===== config.mk =====
export PLATFORM = sky130hd
export DESIGN_NAME = mux_tree_cfg_chain_flat
export DESIGN_NICKNAME = d
export VERILOG_FILES = /design/src/rtl/mux_tree_cfg_chain_if.sv /design/src/rtl/mux_tree_cfg_chain.sv /design/src/flat_wrapper.sv
export SDC_FILE = /design/constraint.sdc
export NUM_CORES = 1
export LEC_CHECK = 0
export CORE_ASPECT_RATIO = 1.2
export CORE_MARGIN = 10
export CORE_UTILIZATION = 37
export CTS_BUF_LIST = sky130_fd_sc_hd__clkbuf_4 sky130_fd_sc_hd__clkbuf_8
export CTS_CLUSTER_SIZE = 12
export DETAILED_ROUTE_END_ITERATION = 8
export PLACE_DENSITY = 0.8
export SLEW_MARGIN = 30
export SYNTH_ARGS = -nofsm -noshare
export SYNTH_HDL_FRONTEND = slang
export SYNTH_SLANG_ARGS = --single-unit

===== constraint.sdc =====
create_clock -name clk -period 1.65 [get_ports clk]
set_input_delay 0.33 -clock clk [delete_from_list [all_inputs] [get_ports clk]]
set_output_delay 0.33 -clock clk [all_outputs]
set_load 0.02 [all_outputs]

===== src/rtl/mux_tree_cfg_chain_if.sv =====
// Configuration-chain and routing-data bundle for one routing multiplexer.
// The master drives the chain controls and data inputs; the slave is the mux.
interface mux_tree_cfg_chain_if #(
  parameter int unsigned N_IN  = 15,
  parameter int unsigned CFG_W = 5
);
  logic              cfg_en;
  logic              ccff_head;
  logic              ccff_tail;
  logic              cfg_commit;
  logic              cfg_valid;
  logic [0:N_IN-1]   in;
  logic [CFG_W-1:0]  sram_q;
  logic              out;

  modport master (
    output cfg_en, ccff_head, cfg_commit, in,
    input  ccff_tail, cfg_valid, sram_q, out
  );

  modport slave (
    input  cfg_en, ccff_head, cfg_commit, in,
    output ccff_tail, cfg_valid, sram_q, out
  );
endinterface


===== src/rtl/mux_tree_cfg_chain.sv =====
// Routing mux with a local config shift chain, a shadow (active) register
// loaded on commit, a binary select tree and an optional retiming flop.
module mux_tree_cfg_chain #(
  parameter int unsigned N_IN       = 15,
  parameter int unsigned SEL_W      = 4,
  parameter int unsigned REG_OUT_EN = 1
) (
  input  logic                    clk,
  input  logic                    reset_n,
  mux_tree_cfg_chain_if.slave     bus
);
  localparam int unsigned CFG_W  = SEL_W + REG_OUT_EN;
  localparam int unsigned LEAVES = 1 << SEL_W;

  logic [CFG_W-1:0]  sr_q, sr_d;
  logic [CFG_W-1:0]  act_q, act_d;
  logic              valid_q, valid_d;
  logic [SEL_W-1:0]  idx_c;
  logic [LEAVES-1:0] leaf_c;
  logic              mux_c;

  // Chain shifts toward the tail; commit always samples the pre-shift chain.
  always_comb begin
    sr_d    = sr_q;
    act_d   = act_q;
    valid_d = valid_q;
    if (bus.cfg_en) begin
      sr_d = CFG_W'({sr_q, bus.ccff_head});
    end
    if (bus.cfg_commit) begin
      act_d   = sr_q;
      valid_d = 1'b1;
    end
  end

  always_ff @(posedge clk or negedge reset_n) begin
    if (!reset_n) begin
      sr_q    <= '0;
      act_q   <= '0;
      valid_q <= 1'b0;
    end else begin
      sr_q    <= sr_d;
      act_q   <= act_d;
      valid_q <= valid_d;
    end
  end

  assign bus.ccff_tail = sr_q[CFG_W-1];
  assign bus.cfg_valid = valid_q;
  assign bus.sram_q    = act_q;

  // Stored bits are inverted selects: all-ones config picks in[0].
  assign idx_c = ~act_q[SEL_W-1:0];

  for (genvar g = 0; g < LEAVES; g++) begin : g_leaf
    if (g < N_IN) begin : g_used
      assign leaf_c[g] = bus.in[g];
    end else begin : g_tie
      assign leaf_c[g] = 1'b1;
    end
  end

  // Bottom-up reduction: level l pairs nodes using select bit l.
  always_comb begin
    logic [LEAVES-1:0] lvl;
    lvl = leaf_c;
    for (int l = 0; l < int'(SEL_W); l++) begin
      for (int j = 0; j < int'(LEAVES >> (l + 1)); j++) begin
        lvl[j] = idx_c[l] ? lvl[2*j+1] : lvl[2*j];
      end
    end
    mux_c = lvl[0];
  end

  if (REG_OUT_EN != 0) begin : g_reg
    logic out_q, out_d;

    always_comb begin
      out_d = mux_c;
    end

    always_ff @(posedge clk or negedge reset_n) begin
      if (!reset_n) begin
        out_q <= 1'b1;
      end else begin
        out_q <= out_d;
      end
    end

    assign bus.out = act_q[CFG_W-1] ? out_q : mux_c;
  end else begin : g_comb
    assign bus.out = mux_c;
  end
endmodule


===== src/flat_wrapper.sv =====
// flat-port wrapper written by rule: the top's interface ports become plain ports
module mux_tree_cfg_chain_flat 
#(
  parameter int unsigned N_IN       = 15,
  parameter int unsigned SEL_W      = 4,
  parameter int unsigned REG_OUT_EN = 1
)
  (clk, reset_n, bus_cfg_en, bus_ccff_head, bus_cfg_commit, bus_in, bus_ccff_tail, bus_cfg_valid, bus_sram_q, bus_out);
  mux_tree_cfg_chain_if #(.N_IN(N_IN), .CFG_W((5))) bus_i ();
  input  logic clk;
  input  logic reset_n;
  input wire logic [$bits(bus_i.cfg_en)-1:0] bus_cfg_en;
  input wire logic [$bits(bus_i.ccff_head)-1:0] bus_ccff_head;
  input wire logic [$bits(bus_i.cfg_commit)-1:0] bus_cfg_commit;
  input wire logic [$bits(bus_i.in)-1:0] bus_in;
  output wire logic [$bits(bus_i.ccff_tail)-1:0] bus_ccff_tail;
  output wire logic [$bits(bus_i.cfg_valid)-1:0] bus_cfg_valid;
  output wire logic [$bits(bus_i.sram_q)-1:0] bus_sram_q;
  output wire logic [$bits(bus_i.out)-1:0] bus_out;
  assign bus_i.cfg_en = bus_cfg_en;
  assign bus_i.ccff_head = bus_ccff_head;
  assign bus_i.cfg_commit = bus_cfg_commit;
  assign bus_i.in = bus_in;
  assign bus_ccff_tail = bus_i.ccff_tail;
  assign bus_cfg_valid = bus_i.cfg_valid;
  assign bus_sram_q = bus_i.sram_q;
  assign bus_out = bus_i.out;
  mux_tree_cfg_chain #(.N_IN(N_IN), .SEL_W(SEL_W), .REG_OUT_EN(REG_OUT_EN)) u_core (.clk(clk), .reset_n(reset_n), .bus(bus_i));
endmodule

After elaboration in Yosys (flattened, before gate mapping). Cells that the tools add are included.

$add $sub $neg: 0. Multipliers: 0. Div/mod/pow operators: 0. Order comparisons: 0. Equality and inequality tests: 0. Shift-type cells: 0. Mux-type cells: 16. Bitwise gates (word level): 1. Reduce and logical (&&, ||, !) cells: 0.

Operator list (number): 1-bit 2-to-1 mux (16); 4-bit inverter (1).

Register bits after elaboration: 12. Latch bits: 0. Bits in writable memories: 0. Bits in read-only memories: 0. Memories: 0.

Logic depth before layout (Yosys ltp). Gate-level depths: netlist of run 1.

Depth after elaboration: 6. Gate-level depth with buffers: 5.

Worst setup path before layout of run 1. OpenSTA, ideal clock, no wires.

Path type: register to output. Start point: register u_core.act_q[2] (netlist: u_core.bus.sram_q[2]). End point: output bus_out. Arrival time: 1.743 ns. Slack: -0.423 ns. Stages on the path, launching flop included: 6. Cell sequence: dfrtp_1 -> buf_6 -> mux2i_1 -> mux4_2 -> and2_4 -> o31ai_2.

Cells in the longest elaborated chain, start to end: 4. Elaborated cells between the ends (all ways): 5.

Ends and longest elaborated chain: start: declaration (line mux_tree_cfg_chain.sv:16) `logic [CFG_W-1:0] act_q, act_d;`; start signal: assignment (line mux_tree_cfg_chain.sv:43) `act_q <= act_d;`; 4-bit inverter (*) (line mux_tree_cfg_chain.sv:53) `assign idx_c = ~act_q[SEL_W-1:0];`; 1-bit 2-to-1 mux (line mux_tree_cfg_chain.sv:69) `lvl[j] = idx_c[l] ? lvl[2*j+1] : lvl[2*j];`; 1-bit 2-to-1 mux (*) (line mux_tree_cfg_chain.sv:69); 1-bit 2-to-1 mux (*) (line mux_tree_cfg_chain.sv:90) `assign bus.out = act_q[CFG_W-1] ? out_q : mux_c;`; end: declaration (line flat_wrapper.sv:19) `output wire logic [$bits(bus_i.out)-1:0] bus_out;`.

Every way passes the cells marked *; elsewhere a longest branch is shown, timed or not.

Final worst setup path of run 1. Same ends and word-level chain as after synthesis.

==> metrics.md, run 1 <==
| Metric | Value |
|---|---|
| Die height | approximately 63 µm |
| Max_cap viols | 0 |
| Antenna Nets Post-Route | 0 |
| Root Driver | clkbuf_4 |
| GP Congestion | approximately 0.74 |
| Leakage | between 0.3 and 0.4 nW |
| Clock slew at reported path FFs | ~70 ps |
| Power, Total | between 1 and 1.5 mW |
| Max-slew headroom | between 60% and 70% |
| Total core area | between 1000 and 1500 µm² |
| Sequential area share after synthesis | between 50% and 60% |
| CTS tree | yes |
| Logic pwr share | between 30% and 40% |
| Synth area leader | dfrtp_1 |
| Synthesized Nets | 58 |
| RR Endpoint | u_core.g_reg.out_q |
| Min Tclk post-route | between 2000 and 2500 ps |
| Iteration-0 DRC Markers | 4 |
| Die X | 56.1 µm |
| YS warnings | 0 |
| Starting density of the core | approximately two fifths |
| Top cells by area, synth | dfrtp_1, mux2_2, mux2i_1, dfstp_2, mux4_1 |
| WHS | between 400 and 500 ps |
| Crit. End Element | primary output |
| Hold_buf cts | 0 |
| Total Wirelength | ~1500 µm |
| Switch Pwr | approximately 340 µW |
| Sequential power share | 39.2% |
| Endpoints failing hold | 0 |
| Worst setup margin | -491 ps |
| Status | complete, but fails checks |
| Core Util, Final | between 60% and 70% |
| Drt wl/cell | roughly 16 µm |
| Worst setup path start | u_core.bus.sram_q[2] |
| CP max-delay cell | mux4_2 |
| Req. time, crit path | 1320 ps |
| Unique cell type count in the Yosys netlist | 14 |
| Area growth, synth to finish | 60.9% |
| Pwr Density | 1180 nW/µm² |
| Crit path launch type | flip-flop |
| Tcrit/Tclk final | 130% |
| VDD IR max | approximately 0.00056 V |
| Share of cells above drive strength 1 | between 30% and 40% |
| Final Non-Filler Cells | 89 |
| Global-route wire length before repair | 2600 µm |
| Number of global-route vias before repair | just over 500 |
| Worst-path cell chain | mux2i_1, mux4_2, and2_4, o31ai_4, buf_6 |
| Clock power frac | around a fifth |
| CP Data Arrival Time | about 1800 ps |
| Failing checks | setup timing |
| CTS sink cnt | 12 |
| Row count | 15 |
| Slew @ Worst Pin | approximately 520 ps |
| Avg Cell Area, Syn | approximately 15 µm² |
| Int Power | 759 µW |
| RSZ-0062 raised after global routing | yes |
| Worst reg2reg startpoint | u_core.bus.sram_q[0] |
| Final Max Tran Viols | 0 |
| Crit-path max cell delay | about 470 ps |
| I/O pin count | 28 |
| Pre-antenna DRT Iters | 3 |
| Mapped Area | about 580 µm² |
| R2r setup slk | roughly 230 ps |
| Skew final | 1.01 ps |
| Port-buffer cells | 27 |
| CP Class | reg2out |
| HPWL Detailed | about 1200 µm |
| Achievable Freq | roughly 0.47 GHz |
| Number of CTS-inserted buffers | 3 |
| DRC viols | 0 |
| Top cell type's share of synthesized area | ~48% |
| Post-Synthesis Cells | 38 |
| Via/cell ratio | 4.97 |
| Total global-route track usage | 8.97% |
| GRT overflow | 0 |
| Min-Delay Path Class | in2async |
| Clock Path Buffers | 2 |
| Die Area | roughly 3600 µm² |
| Synth Register Bits | 12 |
| # diodes | 0 |
| FF-to-FF path depth | 3 |
| Initial antenna violation count | 0 |
| Sw frac | between 30% and 40% |
| Clk_lat worst skew | ~270 ps |
| H-tree depth | 1 |
| Final setup viols | 1 |
| Via count | 442 |
| Largest net degree at the start of global routing | 13 |
| Post-layout net count | 93 |
| Final TNS setup | -491 ps |
| Crit Path Max Fanout | 6 |
| Placed Cells | 85 |
-- worst max path at each step --
stage               to  slack (ps)
2_1_floorplan  bus_out        -270
6_report       bus_out        -490
3_5_place_dp   bus_out        -980
5_1_grt        bus_out        -580
3_3_place_gp   bus_out        -980
4_1_cts        bus_out        -510
-- repair_timing --
action / CTS / global route
pin swaps: 2 / 0
setup buffers: 0 / 0
setup endpoints to repair: 6 / 1
gates resized for setup: 12 / 0
-- cell usage after synthesis (all sizes together) --
master  count
a211oi      1
a221oi      1
and2        1
buf         1
dfrtp      11
dfstp       1
mux2       10
mux2i       5
mux4        2
nand2       1
nor2        2
o31ai       1
or2         1
-- through the flow --
step                      worst slack, ps  cell area, µm²
after CTS                            -509             932
after global placement               -984             905
after floorplan                      -267             594
after global routing                 -584             932
final                                -491             932
after detailed placement             -984             905
-- cell type report --
class | instances | area, µm²
fill | 135 | 532
clock buffer | 4 | 36.3
timing repair buffer | 31 | 295
multi-input combinational | 25 | 277
sequential | 12 | 303
tap | 17 | 21.3
-- power groups by stage --
stage / logic [mW] / registers [mW] / clock network, mW
floorplan: 0.217 / 0.469 / 0
global placement: 0.457 / 0.437 / 0
detailed placement: 0.462 / 0.439 / 0
CTS: 0.450 / 0.434 / 0.237
global route: 0.477 / 0.446 / 0.252
finish: 0.440 / 0.432 / 0.230
-- flip-flops by register name, indices dropped and copies added, names as in the netlist --
signal,flops
u_core.bus.cfg_valid,1
u_core.bus.sram_q,5
u_core.g_reg.out_q,1
u_core.sr_q,5
-- worst max-delay path: cells and delay by family, from the launching register on --
family,cells,cell delay (ps)
DFF,1,460
muxes,2,600
AOI/OAI and AO/OA,1,170
and+or+nand+nor,1,160
buffers and inverters,1,150
-- cells in the final DEF, fill, tap and decap left out, drive strengths merged --
cell type	Yosys	routed
a211oi	1	1
mux2i	5	5
dfrtp	11	11
dlygate4sd2	0	5
clkbuf	0	4
and2	1	1
mux4	2	2
nand2	1	1
o31ai	1	1
nor2	2	2
dfstp	1	1
or2	1	1
buf	1	5
a221oi	1	1
mux2	10	10
clkdlybuf4s50	0	21
-- cell families after synthesis --
family                 share of synthesized area, %
buffers and inverters                          1.94
and+or+nand+nor                                4.54
DFF                                            52.1
muxes                                          36.5
AOI/OAI and AO/OA                              4.97
-- routing by layer --
| layer | GRT usage [%] | routed length (µm) | vias up |
|---|---|---|---|
| li1 | - | - | 212 |
| met1 | 10.5 | 633 | 207 |
| met2 | 14.3 | 716 | 19 |
| met3 | 2.00 | 77 | 4 |
| met4 | 5.42 | 36 | 0 |
| met5 | 0 | 0 | - |
Power figures use the tool's default switching activity.
==> run 2: changes to the inputs <==
--- a/config.mk
+++ b/config.mk
@@ -5,7 +5,6 @@
 export SDC_FILE = /design/constraint.sdc
 export NUM_CORES = 1
 export LEC_CHECK = 0
-export CORE_ASPECT_RATIO = 1.2
 export CORE_MARGIN = 10
 export CORE_UTILIZATION = 37
 export CTS_BUF_LIST = sky130_fd_sc_hd__clkbuf_4 sky130_fd_sc_hd__clkbuf_8
==> run 2 against run 1 <==
The flow still finishes with violations (setup timing). Design area is 3.6% higher. Count of clock-buffer cells in the layout stayed put. Non-clock buffer count is 4 higher. Die area is 0.18% lower. Maximum frequency is 0.26% lower. Largest power group unchanged. Worst hold slack better by 5.2 ps. Sequential power hardly changed. Critical endpoint unchanged. Combinational power is 14% higher. Utilization is 1.2 points higher.
==> metrics.md, run 2 (same netlist as run 1, synthesis figures left out) <==
| Metric | Value |
|---|---|
| Status | complete, but fails checks |
| Failing checks | setup timing |
| Dpl ws | -1000 ps (-16.9 ps) |
| HPWL Detailed | 1250 µm (+5.9%) |
| Logic pwr share | 44.2% (+4.3 points) |
| RSZ-0062 raised after global routing | yes |
| CP Class | reg2out |
| Via/cell ratio | 4.85 (-2.4%) |
| Total global-route track usage | 8.87% (-0.11 points) |
| Endpoints failing hold | 0 (unchanged) |
| Clk_lat worst skew | 270 ps (about the same) |
| Number of global-route vias before repair | 497 (-3.5%) |
| Die Area | 3550 µm² (-0.18%) |
| Antenna Nets Post-Route | 0 (unchanged) |
| Number of CTS-inserted buffers | 3 (unchanged) |
| Share of cells above drive strength 1 | 44.7% (+7.2 points) |
| Final Max Tran Viols | 0 (unchanged) |
| Port-buffer cells | 27 (unchanged) |
| Core Util, Final | 64.9% (+1.2 points) |
| Sequential power share | 38.3% (-0.9 points) |
| Via count | 446 (+0.90%) |
| Clock power frac | 17.5% (-3.4 points) |
| Min Tclk post-route | 2150 ps (+5.56 ps) |
| Min-Delay Path Class | in2async |
| Most common cell after layout, fill and taps aside | clkdlybuf4s50_1 |
| Worst-path cell chain | mux2i_1, mux4_2, and2_4, o31ai_4, buf_6 |
| Crit path buf inv count | 1 (unchanged) |
| Worst setup margin | -496 ps (-5.56 ps) |
| GRT overflow | 0 (unchanged) |
| Skew final | 3.61 ps (+2.60 ps) |
| Die height | 59.6 µm (-6.0%) |
| Switch Pwr | 361 µW (+5.4%) |
| Int Power | 775 µW (+2.1%) |
| Crit Path Max Fanout | 6 (unchanged) |
| Iteration-0 DRC Markers | 5 (+1) |
| CTS sink cnt | 12 (unchanged) |
| Post-layout net count | 97 (+4.3%) |
| Total core area | 1490 µm² (+1.7%) |
| CP Data Arrival Time | 1820 ps (about the same) |
| Crit-path max cell delay | 470 ps (about the same) |
| Total Wirelength | 1540 µm (+4.9%) |
| H-tree depth | 1 (unchanged) |
| Most frequent cells in the layout | clkdlybuf4s50_1, mux2_2, dfrtp_1, buf_4, mux2i_1 |
| Clock slew at reported path FFs | 70 ps (about the same) |
| Row count | 14 (-1) |
| Achievable Freq | 0.466 GHz (-0.26%) |
| Leakage | 0.411 nW (+4.5%) |
| Worst path top cell family by delay | multiplexers |
| Starting density of the core | 38.9% (-0.67 points) |
| Area of the multi-input gates | 290 µm² (+5.0%) |
| Reg area | 304 µm² (+0.41%) |
| Tcrit/Tclk final | 130% (+0.34 points) |
| Crit. End Element | primary output |
| I/O pin count | 28 (unchanged) |
| Die X | 59.6 µm (+6.1%) |
| Max-slew headroom | 65.2% (about the same) |
| Hold_buf cts | 0 (unchanged) |
| Global-route wire length before repair | 2340 µm (-10%) |
| Area growth, synth to finish | 66.7% |
| # diodes | 0 (unchanged) |
| VDD IR max | 0.000775 V (+39%) |
| WHS | 405 ps (+5.23 ps) |
| Max_cap viols | 0 (unchanged) |
| Clock Path Buffers | 2 (unchanged) |
| DRC viols | 0 (unchanged) |
| Root Driver | clkbuf_4 |
| Sw frac | 31.7% (+0.69 points) |
| GP Congestion | 0.674 (-9.1%) |
| Drt wl/cell | 16.7 µm (+1.5%) |
| Req. time, crit path | 1320 ps (about the same) |
| Slew @ Worst Pin | 521 ps (-0.472 ps) |
| CTS tree | yes |
| Pwr Density | 1180 nW/µm² (-0.46%) |
| Largest net degree at the start of global routing | 13 (unchanged) |
| Crit path launch type | flip-flop |
| Pre-antenna DRT Iters | 3 (unchanged) |
| CP max-delay cell | mux4_2 |
| Fill cell count | 123 (-8.9%) |
| Final setup viols | 1 (unchanged) |
| Power, Total | 1.14 mW (+3.2%) |
| Initial antenna violation count | 0 (unchanged) |
## run 2: worst reg2reg max path, stage by stage (launching register included)
cell	delay (ps)
dfrtp_2	410
mux4_2	540
a211oi_4	330
buf_4	160
nor2_1	40
## run 2: worst paths after layout
path	slack (ps)	depth (start not counted)	start	end
min	410	1	reset_n	u_core.bus.sram_q[1]
min in group clk	470	1	u_core.bus.cfg_valid	u_core.bus.cfg_valid
max reg2reg	110	4	u_core.bus.sram_q[0]	u_core.g_reg.out_q
max in group asynchronous	870	1	reset_n	u_core.bus.sram_q[2]
min reg2reg	470	1	u_core.bus.cfg_valid	u_core.bus.cfg_valid
max	-500	5	u_core.bus.sram_q[2]	bus_out
## run 2: cell type report
| class | instances | share of cell area [%] |
|---|---|---|
| timing repair buffer | 35 | 33.3 |
| sequential | 12 | 31.5 |
| multi-input combinational | 25 | 30.1 |
| clock buffer | 4 | 3.11 |
| tap | 16 | 2.07 |
## run 2: per-layer routing
layer  global-route usage, %  vias up  share of wire (%)
met4                    6.73        0                2.2
met3                    3.43        4                6.9
met1                    8.65      208                 41
met2                    14.7       15                 50
met5                       0        -                  0
li1                        -      219                  -
## run 2: through the flow
stage	std cells	setup TNS [ps]	cell area [µm²]
after global placement	86	-1080	918
after detailed placement	86	-1130	918
after CTS	91	-528	953
final	92	-496	966
after floorplan	38	-267	594
after global routing	92	-599	966
## run 2: what timing repair did
item                                    CTS  global route
buffers inserted                          1             1
pin swaps                                 2             1
gates cloned                              0             0
endpoints found under the setup margin    6             2
gates resized for setup                  13             4
## run 2: power by group through the flow
| stage | registers [mW] | clock network, mW | logic [mW] |
|---|---|---|---|
| after floorplan | 0.469 | 0 | 0.217 |
| after global placement | 0.436 | 0 | 0.478 |
| final | 0.435 | 0.199 | 0.502 |
| after global routing | 0.447 | 0.226 | 0.539 |
| after CTS | 0.433 | 0.210 | 0.482 |
| after detailed placement | 0.440 | 0 | 0.487 |
